--- src/rtl/idex_imm_stage_pkg.sv ---
// Shared definitions for the ID/EX immediate stage: imm_sel encodings and default widths.
package idex_imm_stage_pkg;

    localparam int DEF_DATA_WIDTH     = 32;
    localparam int DEF_REG_ADDR_WIDTH = 5;
    localparam int DEF_CTRL_WIDTH     = 12;

    typedef enum logic [1:0] {
        IMM_PASS  = 2'b00,
        IMM_SHL2  = 2'b01,
        IMM_SHL16 = 2'b10,
        IMM_ZERO  = 2'b11
    } imm_sel_e;

endpackage

--- src/rtl/idex_entry_reg.sv ---
// One register slot of the ID/EX stage: a payload register plus its valid bit.
// Clear wins over load; payload only changes on load.
module idex_entry_reg
    import idex_imm_stage_pkg::*;
#(
    parameter int W = 8
) (
    input  logic         clk,
    input  logic         rst,
    input  logic         load,
    input  logic         clr,
    input  logic [W-1:0] data_in,
    output logic         valid,
    output logic [W-1:0] data
);

    logic         valid_d, valid_q;
    logic [W-1:0] data_d, data_q;

    always_comb begin
        valid_d = valid_q;
        data_d  = data_q;
        if (clr) begin
            valid_d = 1'b0;
        end else if (load) begin
            valid_d = 1'b1;
        end
        if (load) begin
            data_d = data_in;
        end
    end

    always_ff @(posedge clk or negedge rst) begin
        if (!rst) begin
            valid_q <= 1'b0;
            data_q  <= '0;
        end else begin
            valid_q <= valid_d;
            data_q  <= data_d;
        end
    end

    assign valid = valid_q;
    assign data  = data_q;

endmodule

--- src/rtl/idex_imm_stage.sv ---
// ID/EX stage: shapes the extended immediate and registers it with operands and control
// behind a valid/ready handshake with a skid slot. Optional macro: IDEX_BRANCH_TARGET_EN.
module idex_imm_stage
    import idex_imm_stage_pkg::*;
#(
    parameter int DATA_WIDTH     = DEF_DATA_WIDTH,
    parameter int REG_ADDR_WIDTH = DEF_REG_ADDR_WIDTH,
    parameter int CTRL_WIDTH     = DEF_CTRL_WIDTH
) (
    input  logic                      clk,
    input  logic                      rst,
    input  logic                      en_n,
    input  logic                      flush,
    input  logic                      in_valid,
    output logic                      in_ready,
    input  logic [DATA_WIDTH-1:0]     imm_ext,
    input  logic [1:0]                imm_sel,
    input  logic [DATA_WIDTH-1:0]     rs_data,
    input  logic [DATA_WIDTH-1:0]     rt_data,
    input  logic [REG_ADDR_WIDTH-1:0] dest_reg,
    input  logic [CTRL_WIDTH-1:0]     ctrl_in,
    input  logic [DATA_WIDTH-1:0]     pc4_in,
    output logic                      out_valid,
    input  logic                      out_ready,
    output logic [DATA_WIDTH-1:0]     imm_out,
    output logic [DATA_WIDTH-1:0]     rs_out,
    output logic [DATA_WIDTH-1:0]     rt_out,
    output logic [DATA_WIDTH-1:0]     pc4_out,
    output logic [REG_ADDR_WIDTH-1:0] dest_out,
`ifdef IDEX_BRANCH_TARGET_EN
    output logic [DATA_WIDTH-1:0]     br_target,
`endif
    output logic [CTRL_WIDTH-1:0]     ctrl_out
);

`ifdef IDEX_BRANCH_TARGET_EN
    localparam int PW = 5 * DATA_WIDTH + REG_ADDR_WIDTH + CTRL_WIDTH;
`else
    localparam int PW = 4 * DATA_WIDTH + REG_ADDR_WIDTH + CTRL_WIDTH;
`endif

    logic [DATA_WIDTH-1:0] imm_shaped;
    logic [PW-1:0]         in_payload, main_data_in, main_data, skid_data;
    logic                  main_valid, skid_valid;
    logic                  accept, xfer;
    logic                  main_load, main_clr, main_from_skid, skid_load, skid_clr;

    always_comb begin
        imm_shaped = '0;
        case (imm_sel_e'(imm_sel))
            IMM_PASS:  imm_shaped = imm_ext;
            IMM_SHL2:  imm_shaped = imm_ext << 2;
            IMM_SHL16: imm_shaped = imm_ext << 16;
            default:   imm_shaped = '0;
        endcase
    end

`ifdef IDEX_BRANCH_TARGET_EN
    logic [DATA_WIDTH-1:0] br_next;
    assign br_next    = pc4_in + imm_shaped;
    assign in_payload = {imm_shaped, rs_data, rt_data, pc4_in, dest_reg, ctrl_in, br_next};
    assign {imm_out, rs_out, rt_out, pc4_out, dest_out, ctrl_out, br_target} = main_data;
`else
    assign in_payload = {imm_shaped, rs_data, rt_data, pc4_in, dest_reg, ctrl_in};
    assign {imm_out, rs_out, rt_out, pc4_out, dest_out, ctrl_out} = main_data;
`endif

    // Ready depends only on registered state and en_n, never on out_ready.
    assign in_ready  = !skid_valid && !en_n;
    assign out_valid = main_valid && !en_n;
    assign accept    = in_valid && in_ready;
    assign xfer      = out_valid && out_ready;

    always_comb begin
        main_load      = 1'b0;
        main_clr       = 1'b0;
        main_from_skid = 1'b0;
        skid_load      = 1'b0;
        skid_clr       = 1'b0;
        if (flush) begin
            main_clr = 1'b1;
            skid_clr = 1'b1;
        end else if (xfer) begin
            if (skid_valid) begin
                main_load      = 1'b1;
                main_from_skid = 1'b1;
                skid_clr       = 1'b1;
            end else if (accept) begin
                main_load = 1'b1;
            end else begin
                main_clr = 1'b1;
            end
        end else if (accept) begin
            if (main_valid) begin
                skid_load = 1'b1;
            end else begin
                main_load = 1'b1;
            end
        end
    end

    assign main_data_in = main_from_skid ? skid_data : in_payload;

    idex_entry_reg #(.W(PW)) u_main (
        .clk     (clk),
        .rst     (rst),
        .load    (main_load),
        .clr     (main_clr),
        .data_in (main_data_in),
        .valid   (main_valid),
        .data    (main_data)
    );

    idex_entry_reg #(.W(PW)) u_skid (
        .clk     (clk),
        .rst     (rst),
        .load    (skid_load),
        .clr     (skid_clr),
        .data_in (in_payload),
        .valid   (skid_valid),
        .data    (skid_data)
    );

endmodule

--- config.mk ---
export PLATFORM = sky130hd
export DESIGN_NAME = idex_imm_stage
export DESIGN_NICKNAME = d
export VERILOG_FILES = /design/src/rtl/idex_imm_stage_pkg.sv /design/src/rtl/idex_entry_reg.sv /design/src/rtl/idex_imm_stage.sv
export SDC_FILE = /design/constraint.sdc
export NUM_CORES = 1
export LEC_CHECK = 0
export ABC_AREA = 1
export CAP_MARGIN = 20
export CORE_ASPECT_RATIO = 2
export CORE_MARGIN = 8
export CORE_UTILIZATION = 50
export DETAILED_ROUTE_END_ITERATION = 6
export GPL_TIMING_DRIVEN = 0
export PLACE_DENSITY = 0.76
export SLEW_MARGIN = 20
export SYNTH_ARGS = -nofsm -noshare
export SYNTH_HDL_FRONTEND = slang
export SYNTH_SLANG_ARGS = --single-unit
export TNS_END_PERCENT = 50
--- constraint.sdc ---
create_clock -name clk -period 1.75 [get_ports clk]
set_input_delay 0.2625 -clock clk [delete_from_list [all_inputs] [get_ports clk]]
set_output_delay 0.2625 -clock clk [all_outputs]
set_load 0.02 [all_outputs]
==> run_results.csv, run 1 <==
group,metric,value,unit
power_and_ir_drop,p_sw,6.57,mW
sta,setup_viol,0,
cts,cts_root_buf,"clkbuf_16",
critical_path,critPathSlowestCell,"clkbuf_1",
floorplan,die_h,247,µm
floorplan,start_util,50.8,%
synth,synth-adder-area-share,0,%
global_route,grt_util_all_layers,24.5,%
synth,syn_nets,1990,
synth,synth_top_area_share,54.7,%
sta,fin_crit,1.68,ns
critical_path,start_kind,"register",
critical_path,worstPathCellList,"nand3_2 -> inv_2 -> nand2_2 -> clkbuf_1 -> nand2_1 -> nand2_1 -> nand2_1 -> nand2_1",
placed_design,io_buffers,298,
detailed_routing,routed-via-count,12600,
detailed_routing,ant_nets,0,
synth,netlist_top_cells_area,"dfrtp_1 55%, nand2_1 38%, nand3_1 2.4%",
synth,synth_top_family_by_area,"simple AND/OR/NAND/NOR gates",
floorplan,row_count,84,
critical_path,path_class,"register to register",
critical_path,required,2.23,ns
synth,syn-cell-area,13400,µm²
floorplan,io_pins,300,
synth,synth-xor-area-share,0,%
power_and_ir_drop,p_int,14.2,mW
sta,finalCritPeriodShare,95.8,%
finish,drive_above_1_share,7.07,%
synth,avgSynthCellArea,7.27,µm²
power_and_ir_drop,powerDensity,1170,nW/µm²
sta,max_freq,596,MHz
floorplan,die-area,32500,µm²
synth,synthCells,1837,
power_and_ir_drop,p_clk_share,29.6,%
synth,yosysWarnings,0,
critical_path,crit_arrival,2.16,ns
power_and_ir_drop,p_leak,10.2,nW
detailed_routing,drc,0,
min_path,hold_path.class,"primary input to async pin",
sta,fin_worst_skew,0.0165,ns
sta,maxSlewHeadroom,62.4,%
detailed_routing,drt-vias-per-instance,4.93,
power_and_ir_drop,peakVddDrop,0.922,mV
critical_path,crit_path_max_incr_delay,0.47,ns
detailed_routing,dr.pass1.iters,5,
cts,clkTransAtPathRegs,0.07,ns
cts,cts_tree,"done",
global_route,grt_pass1_vias,12700,
sta,final_hold_viol_count,0,
cts,clock_latency,0.54,ns
outcome,status,"complete, no violations",
sta,worst_pin_slew,0.564,ns
floorplan,fp.coreArea,26300,µm²
power_and_ir_drop,combPwrFrac,24.5,%
synth,synth.area.mux_share,0,%
placed_design,gp_congestion,0.926,
critical_path,reg2reg_from,"u_main.valid",
detailed_routing,drtIter0Drc,763,
global_route,grt_overflow,0,
power_and_ir_drop,p_sw_share,31.7,%
critical_path,end_kind,"register",
placed_design,placed_cell_area,16900,µm²
finish,fill_cells,2356,
synth,synth-seq-cells,292,
floorplan,die_w,132,µm
synth,synth-compound-area-share,0.262,%
detailed_routing,postRouteWirelength,40500,µm
run,drv_cap,0,
finish,layout.nets,2326,
global_route,grt_pass1_wl,64700,µm
cts,cts_sinks,292,
finish,final_cell_mix,"1,349 x nand2_1, 291 x dfrtp_1, 150 x clkdlybuf4s50_1, 145 x dlygate4sd2_1, 64 x nand3_1",
finish,final_area,17800,µm²
critical_path,reg2reg_depth,8,
power_and_ir_drop,power_frac_seq,45.9,%
critical_path,crit_fanout,10,
critical_path,crit_top_cell,"nand2_1",
finish,final_common_cell,"nand2_1",
synth,seq_area_frac_synth,54.7,%
finish,fin_util,67.7,%
critical_path,r2r_setup_slack,0.07,ns
cts,clockBufferDepth,3,
synth,yosys.area_share.simple,40.9,%
detailed_routing,wl_per_cell,15.9,µm
placed_design,dp_hpwl,30200,µm
cts,htree_levels,1,
global_route,antenna_found_initial,15,
synth,yosys.area.top_type,"dfrtp_1",
global_route,grt_max_degree,103,
sta,slew_viol_final,0,
synth,synth.distinct_cells,19,
sta,rsz0062_at_grt,"true",
cts,cts_made_buffers,26,
finish,syn2layout_area_growth,33.3,%
critical_path,rr_endpoint,"u_main.data[137]",
==> flip-flops by register name, indices dropped and copies added, names as in the netlist <==
signal / cells
u_main.data: 145
u_skid.data: 145
u_main.valid: 1
u_skid.valid: 1
==> cells by family (layout without fill, tap and decap cells) <==
logic type             count (synthesis)  after routing
buffers and inverters                115            470
AOI/OAI and AO/OA                      7              7
other                                  0             18
and+or+nand+nor                     1423           1424
DFF                                  292            292
==> power groups by stage <==
| stage | Combinational (mW) | Sequential [mW] | Clock (mW) |
|---|---|---|---|
| 6_report | 5.08 | 9.51 | 6.14 |
| 5_1_grt | 5.64 | 9.72 | 6.52 |
| 4_1_cts | 5.16 | 9.50 | 6.27 |
| 3_5_place_dp | 5.70 | 9.63 | 0 |
| 3_3_place_gp | 5.56 | 9.59 | 0 |
| 2_1_floorplan | 1.78 | 10.5 | 0 |
==> synth_stat cells <==
cell type,instances
a21oi_1,3
buf_1,12
buf_2,62
buf_4,8
buf_6,1
clkbuf_1,22
dfrtp_1,292
inv_1,7
inv_2,3
nand2_1,1349
nand2_2,2
nand3_1,64
nand3_2,1
nand4_1,1
nor2_1,3
nor2_2,1
nor2_8,1
nor3b_2,1
o21ai_0,4
==> worst max-delay path, delay by kind of cell (launching register included) <==
kind | cells | cell delay [ns]
AND/OR/NAND/NOR | 6 | 0.65
buffers and inverters | 2 | 0.52
flip-flops | 1 | 0.44
==> timing repair <==
action,in CTS,in global routing
pin swaps,1,3
gates cloned,1,0
hold buffers,1,0
gates resized for setup,166,37
endpoints found under the setup margin,325,207
setup buffers,2,3
hold endpoints to repair,106,0
==> worst max path at each step <==
stage                             from                to  slack (ns)  cells past startpoint
after global placement             rst   u_main.data[14]      -12.09                      1
final                     u_main.valid  u_main.data[137]        0.07                      8
after detailed placement      in_valid  u_skid.data[134]       -0.49                      8
after floorplan           u_skid.valid  u_main.data[113]        0.06                      9
after global routing      u_skid.valid  u_main.data[114]       -0.04                      7
after CTS                 u_skid.valid          in_ready      -0.003                      2
==> through the flow <==
| step | std cells | setup TNS [ns] | setup slack [ns] | power (mW) | hold WS [ns] |
|---|---|---|---|---|---|
| 6_report | 2555 | 0 | 0.0733 | 20.7 | 0.159 |
| 5_1_grt | 2552 | -0.174 | -0.0408 | 21.9 | 0.176 |
| 4_1_cts | 2534 | -0.00277 | -0.00277 | 20.9 | 0.137 |
| 3_5_place_dp | 2482 | -101.77 | -0.487 | 15.3 | 0.117 |
| 3_3_place_gp | 2479 | -3611.27 | -12.09 | 15.2 | 0.453 |
| 2_1_floorplan | 1837 | 0 | 0.0630 | 12.3 | -0.0331 |
==> metal layers <==
layer | vias to the layer above | share of wire (%) | global-route usage [%]
met5 | - | 0 | 0
met3 | 112 | 4.9 | 4.13
met4 | 0 | 6.0 | 17.7
li1 | 6241 | - | -
met1 | 5841 | 37 | 25.6
met2 | 399 | 52 | 44.1
==> final cells by class <==
type	instances	area (µm²)	share of cell area, %
Antenna cell	18	45.0	0.253
Buffer	105	591	3.32
Clock buffer	41	808	4.54
Clock inverter	7	116	0.654
Inverter	10	37.5	0.211
Multi-Input combinational cell	1431	5520	31.0
Sequential cell	292	7310	41.1
Tap cell	344	430	2.42
Timing Repair Buffer	307	2940	16.5
Note: power is estimated with default switching activity, not from simulation.
==> inputs of run 2 (changes only) <==
- CORE_ASPECT_RATIO: 2 -> unset
==> run 2 against run 1 <==
  * Clock skew shrank 0.0062 ns
  * Non-clock buffer count is the same
  * Register-to-register slack is essentially flat
  * Cell area grew 0.47%
  * Wire length shrank 2.1%
  * Die area shrank 0.98%
==> run_results.csv, run 2 (synthesis results as in run 1) <==
group,metric,value,unit
outcome,status,"complete, no violations",
finish,register_area,7310,µm²
global_route,grt_pass1_wl,64900,µm
finish,final_common_cell,"nand2_1",
finish,multiInputGateArea,5520,µm²
finish,drive_above_1_share,7.41,%
floorplan,die_h,179,µm
critical_path,required,2.24,ns
sta,whs,0.171,ns
power_and_ir_drop,p_clk_share,30.8,%
finish,fin_util,67.3,%
floorplan,fp.coreArea,26600,µm²
sta,worst_pin_slew,0.489,ns
critical_path,crit_top_cell,"nand2_1",
floorplan,die-area,32200,µm²
detailed_routing,dr.pass1.iters,6,
finish,fill_cells,2271,
sta,max_freq,595,MHz
finish,syn2layout_area_growth,33.9,%
placed_design,dp.cells,2479,
detailed_routing,wl_per_cell,15.6,µm
sta,fin_tns_setup,0,ns
critical_path,worstPathCellList,"nand3_2 -> inv_2 -> nand2_1 -> nand2_2 -> nor2_4 -> buf_4 -> clkbuf_4 -> nand2_1 -> nand2_1",
critical_path,crit_family,"simple AND/OR/NAND/NOR gates",
critical_path,path_depth,9,
power_and_ir_drop,p_sw,6.67,mW
finish,layout.nets,2330,
placed_design,post-place-ws,-0.525,ns
cts,cts_sinks,292,
cts,cts_tree,"done",
detailed_routing,drc,0,
cts,htree_levels,1,
global_route,grt_pass1_vias,12600,
floorplan,die_w,179,µm
finish,final_cell_mix,"1,349 x nand2_1, 290 x dfrtp_1, 150 x clkdlybuf4s50_1, 145 x dlygate4sd2_1, 64 x nand3_1",
power_and_ir_drop,peakVddDrop,0.816,mV
sta,fin_worst_skew,0.0103,ns
global_route,grt_max_degree,97,
floorplan,row_count,60,
cts,cts_root_buf,"clkbuf_16",
critical_path,crit_arrival,2.17,ns
sta,final_hold_viol_count,0,
floorplan,start_util,50.2,%
critical_path,path_class,"register to register",
critical_path,start_kind,"register",
sta,setup_viol,0,
placed_design,dp_hpwl,28100,µm
placed_design,gp_congestion,0.904,
critical_path,path_buf_inv,3,
cts,cts_made_buffers,30,
power_and_ir_drop,p_int,14.4,mW
sta,finalCritPeriodShare,96.1,%
detailed_routing,ant_nets,0,
sta,setup_ws,0.0689,ns
min_path,hold_path.class,"primary input to async pin",
power_and_ir_drop,power_frac_seq,45.2,%
sta,fin_crit,1.68,ns
critical_path,critPathSlowestCell,"dfrtp_2",
critical_path,crit_path_max_incr_delay,0.45,ns
detailed_routing,postRouteWirelength,39700,µm
critical_path,reg2reg_depth,9,
cts,clockBufferDepth,3,
sta,rsz0062_at_grt,"true",
critical_path,crit_fanout,10,
global_route,grt_overflow,0,
power_and_ir_drop,p_sw_share,31.7,%
power_and_ir_drop,p_leak,10.2,nW
detailed_routing,drtIter0Drc,1286,
sta,maxSlewHeadroom,67.4,%
cts,clock_latency,0.55,ns
detailed_routing,routed-via-count,12700,
run,drv_cap,0,
critical_path,end_kind,"register",
placed_design,io_buffers,298,
power_and_ir_drop,combPwrFrac,24.0,%
global_route,grt_util_all_layers,24.2,%
sta,slew_viol_final,0,
power_and_ir_drop,powerDensity,1180,nW/µm²
detailed_routing,drt-vias-per-instance,4.99,
global_route,antenna_found_initial,6,
floorplan,io_pins,300,
finish,fin_cells,2549,
cts,clkTransAtPathRegs,0.06,ns
==> run 2: cell count changes in the layout (fill, tap and decap cells not counted), moves of 2 or more <==
cell	previous run	this run
clkdlybuf4s15_2	0	2
clkbuf_2	15	11
clkbuf_16	27	31
diode_2	18	8
clkinv_2	2	8
buf_4	16	12
clkbuf_4	9	13
==> run 2: worst reg2reg max path, stage by stage, from the launching register on <==
cell and delay, ns:
dfrtp_2 0.45, nand3_2 0.15, inv_2 0.06, nand2_1 0.10, nand2_2 0.13, nor2_4 0.21, buf_4 0.18, clkbuf_4 0.20
nand2_1 0.08, nand2_1 0.07
==> run 2: area by class of cell <==
type	instances	share of cell area, %
Clock buffer	44	5.06
Clock inverter	11	0.609
Timing Repair Buffer	307	16.5
Antenna cell	8	0.112
Inverter	10	0.210
Buffer	105	3.35
Tap cell	341	2.39
Sequential cell	292	40.9
Multi-Input combinational cell	1431	30.9
==> run 2: final timing paths <==
path / from / to / slack (ns)
max in group asynchronous: rst / u_main.data[62] / 0.43
setup reg to reg: u_main.valid / u_main.data[133] / 0.07
setup / recovery: u_main.valid / u_main.data[133] / 0.07
hold reg to reg: u_skid.data[37] / u_skid.data[37] / 0.47
hold / removal: rst / u_skid.data[127] / 0.17
min in group clk: imm_sel[1] / u_skid.data[129] / 0.22
==> run 2: metal layers <==
| metal | GRT usage [%] | vias up | share of wire [%] |
|---|---|---|---|
| met5 | 0 | - | 0.033 |
| met4 | 9.64 | 2 | 3.4 |
| met3 | 5.58 | 81 | 7.2 |
| met2 | 38.5 | 443 | 46 |
| met1 | 31.7 | 5945 | 43 |
| li1 | - | 6240 | - |
==> run 2: power by group through the flow <==
| stage | logic [mW] | clock network [mW] | registers [mW] |
|---|---|---|---|
| 2_1_floorplan | 1.78 | 0 | 10.5 |
| 3_3_place_gp | 5.51 | 0 | 9.61 |
| 3_5_place_dp | 5.65 | 0 | 9.63 |
| 4_1_cts | 5.12 | 6.60 | 9.52 |
| 5_1_grt | 5.63 | 6.86 | 9.75 |
| 6_report | 5.07 | 6.49 | 9.53 |
==> run 2: repair_timing <==
item                                    CTS  global route
endpoints found under the setup margin  347           198
hold endpoints to repair                132             0
buffers inserted                          2             3
pin swaps                                 2             2
hold buffers                              1             0
cloned                                    1             0
gates resized for setup                 169            33
==> run 2: per-stage QoR <==
stage,instance area (µm²),power (mW)
floorplan,13400,12.3
global placement,16800,15.1
detailed placement,16800,15.3
CTS,17800,21.2
global route,17900,22.2
finish,17900,21.1
